<file path="src/rtl/bht_alloc_ctrl.sv">
// Purpose: fetch-stage prediction merge plus victim selection and allocation for taken BHT misses.
// Latency: predictions are combinational; WriteRow pulses ROWS+1 edges after the request edge.
// Backpressure: none upstream; one pending slot, overflow and updates lost during WRITE count into Drop_Cnt.
module bht_alloc_ctrl #(
  parameter int ROWS = 8,
  parameter int TAGW = 12
) (
  input  logic                 clk,
  input  logic                 rst,
  input  logic [31:0]          EX_PC,
  input  logic                 EX_Branch,
  input  logic                 Branch_Success,
  input  logic [31:0]          EX_Target,
  input  logic [ROWS*16-1:0]   Row_Count,
  input  logic [ROWS-1:0]      Row_EX_Hit,
  input  logic [ROWS-1:0]      Row_IF_Hit,
  input  logic [ROWS*32-1:0]   Row_Data,
  input  logic [ROWS-1:0]      Row_Pred,
  output logic [ROWS-1:0]      WriteRow,
  output logic [31:0]          Row_EX_PC,
  output logic [31:0]          Row_Data_In,
  output logic                 Row_EX_Branch,
  output logic                 Row_Branch_Success,
  output logic                 Pred_Jump,
  output logic [31:0]          Pred_Target,
  output logic                 Busy,
  output logic [15:0]          Drop_Cnt
);

  localparam int IW = $clog2(ROWS);

  typedef enum logic [1:0] {IDLE = 2'd0, SCAN = 2'd1, WRITE = 2'd2} state_t;

  state_t          r_state, w_state_nxt;
  logic [31:0]     r_pc, r_tgt, r_pend_pc, r_pend_tgt;
  logic            r_pend_vld;
  logic [IW-1:0]   r_idx, r_best_idx, r_smp_idx;
  logic [15:0]     r_best_cnt, r_smp_cnt, r_drop_cnt;
  logic            r_smp_vld, r_smp_last;

  logic            w_req, w_dup_cur, w_dup_pend, w_new;
  logic            w_scan_end, w_launch_pend, w_launch_new, w_launch;
  logic            w_pend_store, w_drop_alloc, w_drop_upd;
  logic [15:0]     w_cnt_sel, w_drop_nxt;
  logic [16:0]     w_drop_sum;
  logic [31:0]     w_tgt_or;
  logic [ROWS-1:0] w_onehot;

  // Row_Pred is already IF-gated; the AND just keeps that qualification explicit here.
  assign Pred_Jump   = |(Row_Pred & Row_IF_Hit);
  assign Pred_Target = w_tgt_or;
  assign Drop_Cnt    = r_drop_cnt;

  // Missing rows present zero data, so an OR across lanes selects the hitting target.
  always_comb begin
    w_tgt_or = '0;
    for (int i = 0; i < ROWS; i++) w_tgt_or = w_tgt_or | Row_Data[i*32 +: 32];
  end

  // A duplicate tag (in flight or waiting) is dropped silently, not counted.
  assign w_req      = EX_Branch & Branch_Success & ~(|Row_EX_Hit);
  assign w_dup_cur  = (r_state != IDLE) && (EX_PC[TAGW-1:0] == r_pc[TAGW-1:0]);
  assign w_dup_pend = r_pend_vld && (EX_PC[TAGW-1:0] == r_pend_pc[TAGW-1:0]);
  assign w_new      = w_req & ~w_dup_cur & ~w_dup_pend;

  // The row count is registered before the compare, so the scan ends one edge after the last row is sampled.
  assign w_cnt_sel     = Row_Count[int'(r_idx)*16 +: 16];
  assign w_scan_end    = (r_state == SCAN) && r_smp_vld && r_smp_last;
  assign w_launch_pend = r_pend_vld && ((r_state == IDLE) || (r_state == WRITE));
  assign w_launch_new  = (r_state == IDLE) && !r_pend_vld && w_new;
  assign w_launch      = w_launch_pend | w_launch_new;
  assign w_pend_store  = w_new && (w_launch_pend || ((r_state != IDLE) && !r_pend_vld));
  assign w_drop_alloc  = w_new && (r_state == SCAN) && r_pend_vld;
  assign w_drop_upd    = (r_state == WRITE) && EX_Branch;
  assign w_onehot      = ROWS'(1) << r_best_idx;

  // Both loss sources may land in one cycle; the sum saturates instead of wrapping.
  assign w_drop_sum = {1'b0, r_drop_cnt} + {16'b0, w_drop_alloc} + {16'b0, w_drop_upd};
  assign w_drop_nxt = w_drop_sum[16] ? 16'hFFFF : w_drop_sum[15:0];

  // State register.
  always_ff @(posedge clk or negedge rst) begin
    if (!rst) r_state <= IDLE;
    else      r_state <= w_state_nxt;
  end

  // Next state and row-side outputs; rows see the live EX branch except during WRITE.
  always_comb begin
    w_state_nxt        = r_state;
    WriteRow           = '0;
    Busy               = 1'b0;
    Row_EX_PC          = EX_PC;
    Row_Data_In        = EX_Target;
    Row_EX_Branch      = EX_Branch;
    Row_Branch_Success = Branch_Success;
    case (r_state)
      IDLE: begin
        if (w_launch) w_state_nxt = SCAN;
      end
      SCAN: begin
        Busy = 1'b1;
        if (w_scan_end) w_state_nxt = WRITE;
      end
      WRITE: begin
        Busy               = 1'b1;
        WriteRow           = w_onehot;
        Row_EX_PC          = r_pc;
        Row_Data_In        = r_tgt;
        Row_EX_Branch      = 1'b1;
        Row_Branch_Success = 1'b1;
        w_state_nxt        = r_pend_vld ? SCAN : IDLE;
      end
      default: w_state_nxt = IDLE;
    endcase
  end

  // Capture, victim scan, pending slot and drop counter.
  always_ff @(posedge clk or negedge rst) begin
    if (!rst) begin
      r_pc       <= '0;
      r_tgt      <= '0;
      r_idx      <= '0;
      r_best_idx <= '0;
      r_best_cnt <= '0;
      r_smp_idx  <= '0;
      r_smp_cnt  <= '0;
      r_smp_vld  <= 1'b0;
      r_smp_last <= 1'b0;
      r_pend_vld <= 1'b0;
      r_pend_pc  <= '0;
      r_pend_tgt <= '0;
      r_drop_cnt <= '0;
    end else begin
      if (w_launch_pend) begin
        r_pc  <= r_pend_pc;
        r_tgt <= r_pend_tgt;
      end else if (w_launch_new) begin
        r_pc  <= EX_PC;
        r_tgt <= EX_Target;
      end
      if (w_launch) begin
        r_idx      <= '0;
        r_best_idx <= '0;
        r_best_cnt <= '0;
        r_smp_vld  <= 1'b0;
        r_smp_last <= 1'b0;
      end else if (r_state == SCAN) begin
        // Strictly greater: ties keep the lower index, invalid rows win through bit 15.
        if (r_smp_vld && (r_smp_cnt > r_best_cnt)) begin
          r_best_cnt <= r_smp_cnt;
          r_best_idx <= r_smp_idx;
        end
        if (w_scan_end) begin
          r_smp_vld <= 1'b0;
        end else begin
          r_smp_vld  <= 1'b1;
          r_smp_cnt  <= w_cnt_sel;
          r_smp_idx  <= r_idx;
          r_smp_last <= (r_idx == IW'(ROWS-1));
          r_idx      <= r_idx + IW'(1);
        end
      end
      if (w_pend_store) begin
        r_pend_vld <= 1'b1;
        r_pend_pc  <= EX_PC;
        r_pend_tgt <= EX_Target;
      end else if (w_launch_pend) begin
        r_pend_vld <= 1'b0;
      end
      r_drop_cnt <= w_drop_nxt;
    end
  end

endmodule
</file>
<file path="config.mk">
export PLATFORM = sky130hd
export DESIGN_NAME = bht_alloc_ctrl
export DESIGN_NICKNAME = d
export VERILOG_FILES = /design/src/rtl/bht_alloc_ctrl.sv
export SDC_FILE = /design/constraint.sdc
export NUM_CORES = 1
export LEC_CHECK = 0
export CORE_AREA = 2 2 231 233
export CTS_BUF_LIST = sky130_fd_sc_hd__clkbuf_8
export DETAILED_ROUTE_END_ITERATION = 10
export DIE_AREA = 0 0 233 235
export SYNTH_ARGS = -nofsm -noshare
export SYNTH_HDL_FRONTEND = slang
export SYNTH_SLANG_ARGS = --single-unit
</file>
<file path="constraint.sdc">
create_clock -name clk -period 7.9 [get_ports clk]
set_clock_uncertainty 0.05 [all_clocks]
set_input_delay 2.37 -clock clk [delete_from_list [all_inputs] [get_ports clk]]
set_output_delay 2.37 -clock clk [all_outputs]
set_load 0.01 [all_outputs]
</file>
**After elaboration in Yosys (flattened, before gate mapping)**

Index checks and enable logic that the tools add are counted.

- Latch bits: 0
- RAM bits: 0
- Flip-flop bits (word level): 190
- Word-level logic and storage cells: 107
- Bits of input ports: 476
- ROM bits: 0
- Memories kept: 0

- Multiply operators: 0
- Magnitude comparators: 1
- Shift operators: 2
- Reductions and logical operators: 29
- Equality and inequality tests: 8
- Multiplexer cells: 32
- Divide/modulo/power cells: 0
- Add/subtract/negate cells: 3
- Bitwise gates (word level): 18

Operators with widths:

| operator | count |
|---|---|
| 32-bit OR | 7 |
| 32-bit two-way mux | 6 |
| 128-bit by 8-bit indexed part select with 16-bit output | 1 |
| 16-bit two-way mux | 4 |
| 12-bit == test | 2 |
| 3-bit two-way mux | 6 |
| 16-bit by 1-bit adder with 17-bit output | 1 |
| 17-bit by 1-bit adder with 17-bit output | 1 |
| 16-bit > comparator | 1 |
| 8-bit OR reduction | 2 |
| 1-bit logical AND | 13 |
| 1-bit two-way mux | 12 |
| 2-bit nonzero test | 5 |
| 8-bit AND | 1 |
| 8-bit two-way mux | 1 |
| 1-bit by 3-bit << shifter with 8-bit output (first input constant) | 1 |
| 2-bit case mux with 3 select lines | 1 |
| 2-bit AND reduction | 3 |
| 1-bit inverter | 5 |
| 1-bit AND | 4 |
| 2-bit two-way mux | 2 |
| 2-bit != test (second input constant) | 2 |
| 3-bit by 1-bit adder with 3-bit output (second input constant) | 1 |
| 3-bit == test (second input constant) | 1 |
| other kinds (9) | 10 |

**Logic depth before layout (Yosys ltp)**

Gate-level depths: netlist of run 1.

- Depth after elaboration: 10
- Mapped depth: 14
- Depth with buffers taken out: 13

**Least setup slack after synthesis of run 1**

Ideal clock, no wire load.

- Kind: input-to-output
- Start: input port Row_Data[32]
- End: output port Pred_Target[0]
- Cell stages on the path: 2
- Path slack: 2.743 ns
- Arrival time: 2.737 ns
- Path through: nor4_1 > nand2_1

- Word-level cells in the longest chain between the ends: 7

RTL lines:

| item | line | RTL |
|---|---|---|
| start: declaration | 17 | `input logic [ROWS*32-1:0] Row_Data,` |
| 32-bit OR (7 in series) | 57 | `for (int i = 0; i < ROWS; i++) w_tgt_or = w_tgt_or \| Row_Data[i*32 +: 32];` |
| end: declaration | 25 | `output logic [31:0] Pred_Target,` |

No other way between the ends.

**Worst setup path in the final report of run 1**

- Start: input port Row_Data[91]
- End: output port Pred_Target[27]

- Word-level cells in the longest chain between the ends: 6

RTL lines:

| item | line |
|---|---|
| 32-bit OR (6 in series) | 57 |

No other way between the ends.

==> results of run 1 <==
-- kinds of logic after synthesis --
kind of cell	Yosys count
compound gates	140
xor+xnor	30
fa+ha+maj	24
simple gates	305
buf+inv	82
mux	246
flops	190
-- registers in the layout (all words and copies together), names as in the netlist --
register / flops
r_tgt: 32
r_pend_tgt: 32
r_idx: 3
r_pend_pc: 32
r_smp_cnt: 16
r_pc: 32
r_smp_idx: 3
r_smp_last: 1
Drop_Cnt: 16
r_pend_vld: 1
r_state: 2
r_best_idx: 3
r_smp_vld: 1
r_best_cnt: 16
-- cell usage in the layout, fill, tap and decap left out, types with 3 or more instances in the layout --
cell type,Yosys,routed
clkinv_2,0,3
xor2_1,16,16
diode_2,0,6
a22oi_1,4,4
nor4_1,69,67
nand2_1,136,136
nand3_1,23,23
nor2_1,34,33
dfrtp_1,190,189
nand4_1,11,11
inv_1,22,24
nor3_1,7,6
mux2_4,49,49
nand2b_1,7,7
mux2i_1,84,84
clkinvlp_4,0,3
or2_2,3,3
ha_1,23,22
buf_4,3,12
o21ai_0,87,87
nor2b_1,4,3
clkdlybuf4s50_1,0,598
xnor2_1,14,14
mux4_2,32,32
a21oi_1,28,28
and4_1,3,3
mux2_2,81,81
clkbuf_8,0,20
a31oi_1,5,5
-- routing by layer --
| layer | share of wire [%] | GRT usage [%] | up-vias |
|---|---|---|---|
| met5 | 0.32 | 0 | - |
| met4 | 3.7 | 7.89 | 24 |
| met3 | 7.4 | 5.45 | 71 |
| met2 | 47 | 29.9 | 392 |
| met1 | 42 | 23.0 | 4996 |
| li1 | - | - | 4855 |
-- worst min-delay path, cell delays in order, from the launching register on --
cell and delay [ns]:
dfrtp_1 0.35, nand2_1 0.05, o21ai_0 0.07
-- metrics by stage --
| stage | hold slack, ns | std cells | util [%] |
|---|---|---|---|
| after CTS | 0.440 | 2288 | 35.0 |
| after detailed placement | 0.417 | 2257 | 34.2 |
| after global routing | 0.452 | 2294 | 35.0 |
| final | 0.434 | 2294 | 35.0 |
| after global placement | 0.405 | 2257 | 34.2 |
| after floorplan | 0.396 | 1017 | - |
-- cell type report --
| cell class | count | area [sq um] | share of cell area, % |
|---|---|---|---|
| flip-flops and latches | 190 | 4760 | 26.0 |
| multi-input cells | 745 | 6070 | 33.2 |
| well taps | 688 | 861 | 4.71 |
| clock buffers | 19 | 262 | 1.43 |
| inverters | 22 | 82.6 | 0.452 |
| repair buffers | 612 | 6110 | 33.4 |
| diodes | 6 | 15.0 | 0.0822 |
| clock inverters | 12 | 123 | 0.671 |
-- power by group --
part           internal, mW  total (mW)  switching (mW)
registers              1.13        1.28           0.149
logic                 0.904        1.63           0.724
clock network         0.293       0.657           0.364
total                  2.33        3.57            1.24
-- worst min path at each step --
stage                         from         to  slack [ns]  cells after the start
detailed placement  r_pend_tgt[22]  r_tgt[22]        0.42                      2
global route         r_pend_pc[16]   r_pc[16]        0.45                      2
global placement    r_pend_tgt[27]  r_tgt[27]        0.40                      2
CTS                  r_pend_pc[13]   r_pc[13]        0.44                      2
finish               r_pend_tgt[6]   r_tgt[6]        0.43                      2
floorplan           r_pend_tgt[27]  r_tgt[27]        0.40                      2
==> impl_metrics.py, run 1 <==
metrics = {
    "run_status": {
        "status": "finished clean",
    },
    "critical_path": {
        "crit_cells": 4,
        "r2r-end": "Drop_Cnt[5]",
        "crit_start": "Row_Data[91]",
        "crit_path_max_fanout": 2,
        "cp_slowest_stage_delay_ns": 0.77,
        "crit_chain": "clkdlybuf4s50_1 > nor4_1 > nand2_1 > clkdlybuf4s50_1",
        "crit_arrival_ns": 4.25,
        "startpoint_type": "primary input",
        "ff2ff_setup_slack_ns": 3.93,
        "cp_num_buf_inv": 2,
        "r2r_cells": 11,
        "r2r-start": "r_state[0]",
        "cp_top_family": "buffers and inverters",
        "end_kind": "primary output",
        "crit_path_frequent_cell": "clkdlybuf4s50_1",
        "worst-setup-path-type": "in -> out",
        "worstPathRequired_ns": 5.48,
        "crit_path_top_delay_cell": "nor4_1",
        "endpoint": "Pred_Target[27]",
    },
    "yosys": {
        "synth_area_leaders": "dfrtp_1, mux2_2, mux2i_1, mux2_4, mux4_2",
        "synthMuxAreaShare_pct": 28.5,
        "synth-adder-area-share_pct": 2.74,
        "avgSynthCellArea_sq_um": 11.1,
        "synth_top_family_by_area": "multiplexers",
        "synth_compound_area_share_pct": 6.83,
        "ys_seq_elements": 190,
        "synth_edf_count": 0,
        "synth-xor-area-share_pct": 2.34,
        "yosysTopAreaCellShare_pct": 42.3,
        "synth_cells": 1017,
        "yosys_warnings": 0,
        "postSynth.asyncResetShare_pct": 100,
        "yosysTopAreaCell": "dfrtp_1",
        "yosysSeqAreaShare_pct": 42.3,
        "ys.flop_type": "dfrtp_1",
        "synth_nets": 1517,
        "ys_types": 50,
        "synth-simple-area-share_pct": 13.1,
        "syn-cell-area_sq_mm": 0.0112,
        "synthTopCellsByCount": "dfrtp_1, nand2_1, o21ai_0",
        "synth.most_common_cell": "dfrtp_1",
    },
    "timing": {
        "final_hold_viol_count": 0,
        "fin_setup_tns_ns": 0,
        "rsz0062_at_grt": "no",
        "setup_viol_count_final": 0,
        "finalCritPeriodShare_pct": 84.4,
        "maxSlewHeadroom_pct": 25.3,
        "drv_slew": 0,
        "fmax_ghz": 0.150,
        "timing.final.ws_setup_ns": 1.23,
        "period_needed_ns": 6.67,
        "worst_pin_slew_ns": 1.12,
    },
    "drt": {
        "routed_wl_um": 51800,
        "ant_nets": 0,
        "drc": 0,
        "drt_iter0_drc": 544,
        "dr.pass1.iters": 5,
        "vias": 10300,
        "wl_per_cell_um": 22.6,
        "drt-vias-per-instance": 4.51,
    },
    "power_and_ir_drop": {
        "ir_drop_mv": 0.125,
        "power_mw": 3.57,
        "powerDensity_mw_per_mm2": 195,
        "leakagePower_nw": 6.93,
    },
    "cts": {
        "clock_sinks": 190,
        "cts_resized": 0,
        "cts.clk_slew.worst_paths_ns": 0.10,
        "cts_tree": "done",
        "worstSkewPairLatency_ns": 0.50,
        "hold_buffers": 0,
        "cts.path.max_buffers": 2,
        "cts_root_buf": "clkbuf_8",
        "cts_setup_buffers": 0,
        "cts_made_buffers": 17,
        "htreeDepth": 4,
    },
    "placement": {
        "io_buffers": 599,
        "dp_hpwl_um": 42500,
        "pre_cts_slack_ns": 1.27,
        "gp_congestion": 0.972,
        "placed_cell_area_sq_mm": 0.0179,
    },
    "floorplanning": {
        "start_util_pct": 21.5,
        "io_pins": 600,
        "die_y_um": 235,
        "die_w_um": 233,
        "dieArea_sq_mm": 0.0548,
        "core-area_sq_mm": 0.0522,
        "fp-row-count": 84,
    },
    "run": {
        "maxCapViolCount": 0,
    },
    "global_route": {
        "antenna_found_initial": 27,
        "grt_max_degree": 87,
        "grt_pass1_vias": 10900,
        "overflow": 0,
        "grt_pass1_wl_um": 73000,
        "grtUsageTotal_pct": 18.6,
    },
    "final_layout": {
        "drive_above_1_share_pct": 13.8,
        "fin_nets": 2088,
        "area_growth_pct": 62.4,
        "nFillCells": 5294,
        "design_area_sq_mm": 0.0183,
    },
    "min_path": {
        "min_path_type": "reg -> reg",
    },
}
Power figures use the tool's default switching activity.
==> run 2, diff against run 1 <==
--- a/config.mk
+++ b/config.mk
@@ -5,10 +5,10 @@
 export SDC_FILE = /design/constraint.sdc
 export NUM_CORES = 1
 export LEC_CHECK = 0
-export CORE_AREA = 2 2 231 233
+export CORE_AREA = 2 2 233 235
 export CTS_BUF_LIST = sky130_fd_sc_hd__clkbuf_8
 export DETAILED_ROUTE_END_ITERATION = 10
-export DIE_AREA = 0 0 233 235
+export DIE_AREA = 0 0 235 237
 export SYNTH_ARGS = -nofsm -noshare
 export SYNTH_HDL_FRONTEND = slang
 export SYNTH_SLANG_ARGS = --single-unit
==> constraint.sdc (replaced) <==
create_clock -name clk -period 6.4 [get_ports clk]
set_clock_uncertainty 0.05 [all_clocks]
set_input_delay 1.92 -clock clk [delete_from_list [all_inputs] [get_ports clk]]
set_output_delay 1.92 -clock clk [all_outputs]
set_load 0.01 [all_outputs]
==> impl_metrics.py, run 2 (synthesized netlist as in run 1, its figures left out) <==
metrics = {
    "power_and_ir_drop": {
        "power_mw": 4.33,
        "powerDensity_mw_per_mm2": 237,
        "leakagePower_nw": 6.89,
        "ir_drop_mv": 0.174,
    },
    "final_layout": {
        "layout_common_cells": "clkdlybuf4s50_1, dfrtp_1, nand2_1",
        "final_common_cell": "clkdlybuf4s50_1",
        "fin_nets": 2083,
        "area_growth_pct": 62.0,
        "layout.cells.non_filler": 2296,
        "design_area_sq_mm": 0.0182,
        "final_util_pct": 34.2,
        "drive_above_1_share_pct": 13.4,
    },
    "global_route": {
        "grt_pass1_vias": 10300,
        "grt_pass1_wl_um": 66500,
        "antenna_found_initial": 15,
        "grt_max_degree": 98,
        "overflow": 0,
        "grtUsageTotal_pct": 16.0,
    },
    "drt": {
        "ant_nets": 0,
        "vias": 10200,
        "dr.pass1.iters": 5,
        "drc": 0,
        "drt_iter0_drc": 568,
        "wl_per_cell_um": 19.8,
        "drt-vias-per-instance": 4.43,
        "routed_wl_um": 45600,
    },
    "placement": {
        "dp_cells": 2260,
        "placed_cell_area_sq_mm": 0.0179,
        "pre_cts_slack_ns": 0.556,
        "dp_hpwl_um": 36100,
        "io_buffers": 599,
        "gp_congestion": 0.875,
    },
    "timing": {
        "holdWs_ns": 0.433,
        "fin_setup_tns_ns": 0,
        "period_needed_ns": 5.91,
        "worst_pin_slew_ns": 1.19,
        "drv_slew": 0,
        "maxSlewHeadroom_pct": 19.6,
        "final_hold_viol_count": 0,
        "timing.final.ws_setup_ns": 0.485,
        "rsz0062_at_grt": "no",
        "fmax_ghz": 0.169,
        "finalCritPeriodShare_pct": 92.4,
        "setup_viol_count_final": 0,
    },
    "critical_path": {
        "cp_slowest_stage_delay_ns": 0.74,
        "crit_arrival_ns": 3.94,
        "endpoint": "Pred_Target[21]",
        "startpoint_type": "primary input",
        "r2r-start": "r_state[0]",
        "crit_path_max_fanout": 1,
        "crit_chain": "clkdlybuf4s50_1 > nor4_1 > nand2_1 > clkdlybuf4s50_1",
        "crit_cells": 4,
        "r2r-end": "Drop_Cnt[8]",
        "cp_num_buf_inv": 2,
        "crit_path_top_delay_cell": "nor4_1",
        "r2r_cells": 11,
        "worstPathRequired_ns": 4.43,
        "ff2ff_setup_slack_ns": 2.42,
        "crit_path_frequent_cell": "clkdlybuf4s50_1",
        "crit_start": "Row_Data[181]",
        "worst-setup-path-type": "in -> out",
        "end_kind": "primary output",
        "cp_top_family": "buffers and inverters",
    },
    "cts": {
        "hold_buffers": 0,
        "cts_made_buffers": 17,
        "cts.clk_slew.worst_paths_ns": 0.10,
        "clock_sinks": 190,
        "cts_resized": 0,
        "cts.path.max_buffers": 2,
        "cts_tree": "done",
        "cts_root_buf": "clkbuf_8",
        "worstSkewPairLatency_ns": 0.55,
        "htreeDepth": 4,
        "cts_setup_buffers": 0,
    },
    "floorplanning": {
        "start_util_pct": 21.1,
        "dieArea_sq_mm": 0.0557,
        "io_pins": 600,
        "fp-row-count": 85,
        "core-area_sq_mm": 0.0533,
        "die_y_um": 237,
        "die_w_um": 235,
    },
    "run_status": {
        "status": "finished clean",
    },
    "min_path": {
        "hp-start": "r_pend_tgt[28]",
        "min_path_type": "reg -> reg",
    },
    "run": {
        "maxCapViolCount": 0,
    },
}
-- run 2: cell types whose count changed in the layout (fill, tap and decap cells not counted), sizes merged --
cell	change
bufinv	-1
clkbuf	-2
inv	+2
clkinvlp	+1
buf	-5
diode	-1
-- run 2: area by class of cell --
cell class,count,area (sq um)
diodes,5,12.5
fillers,5330,35100
well taps,696,871
inverters,22,82.6
multi-input cells,745,6050
clock buffers,17,234
repair buffers,607,6100
flip-flops and latches,190,4760
clock inverters,14,119
-- run 2: worst reg2reg max path: cells and delay by family, from the launching register on --
kind,cells,cell delay (ns)
AND/OR/NAND/NOR,6,1.73
adder cells (fa/ha/maj),3,1.20
flip-flops,1,0.50
buffers and inverters,1,0.17
AO/OA/AOI/OAI,1,0.24
-- run 2: layer usage --
layer	global-route usage, %	share of wire, %
met2	24.2	45
met4	4.22	1.3
met3	5.13	8.5
met1	21.9	45
met5	0	0.19
-- run 2: where the power goes --
group,internal (mW),switching [mW],total (mW),leakage (nW)
combinational,1.11,0.861,1.97,4.49
clock,0.303,0.467,0.770,0.176
sequential,1.40,0.183,1.58,2.23
total,2.82,1.51,4.33,6.89
-- run 2: worst min-delay path by stage --
stage / end / slack [ns] / cells after the start
global placement: r_tgt[27] / 0.40 / 2
finish: r_tgt[28] / 0.43 / 2
CTS: r_pc[27] / 0.44 / 2
global route: r_tgt[27] / 0.46 / 2
detailed placement: r_pc[17] / 0.41 / 2
floorplan: r_tgt[27] / 0.40 / 2
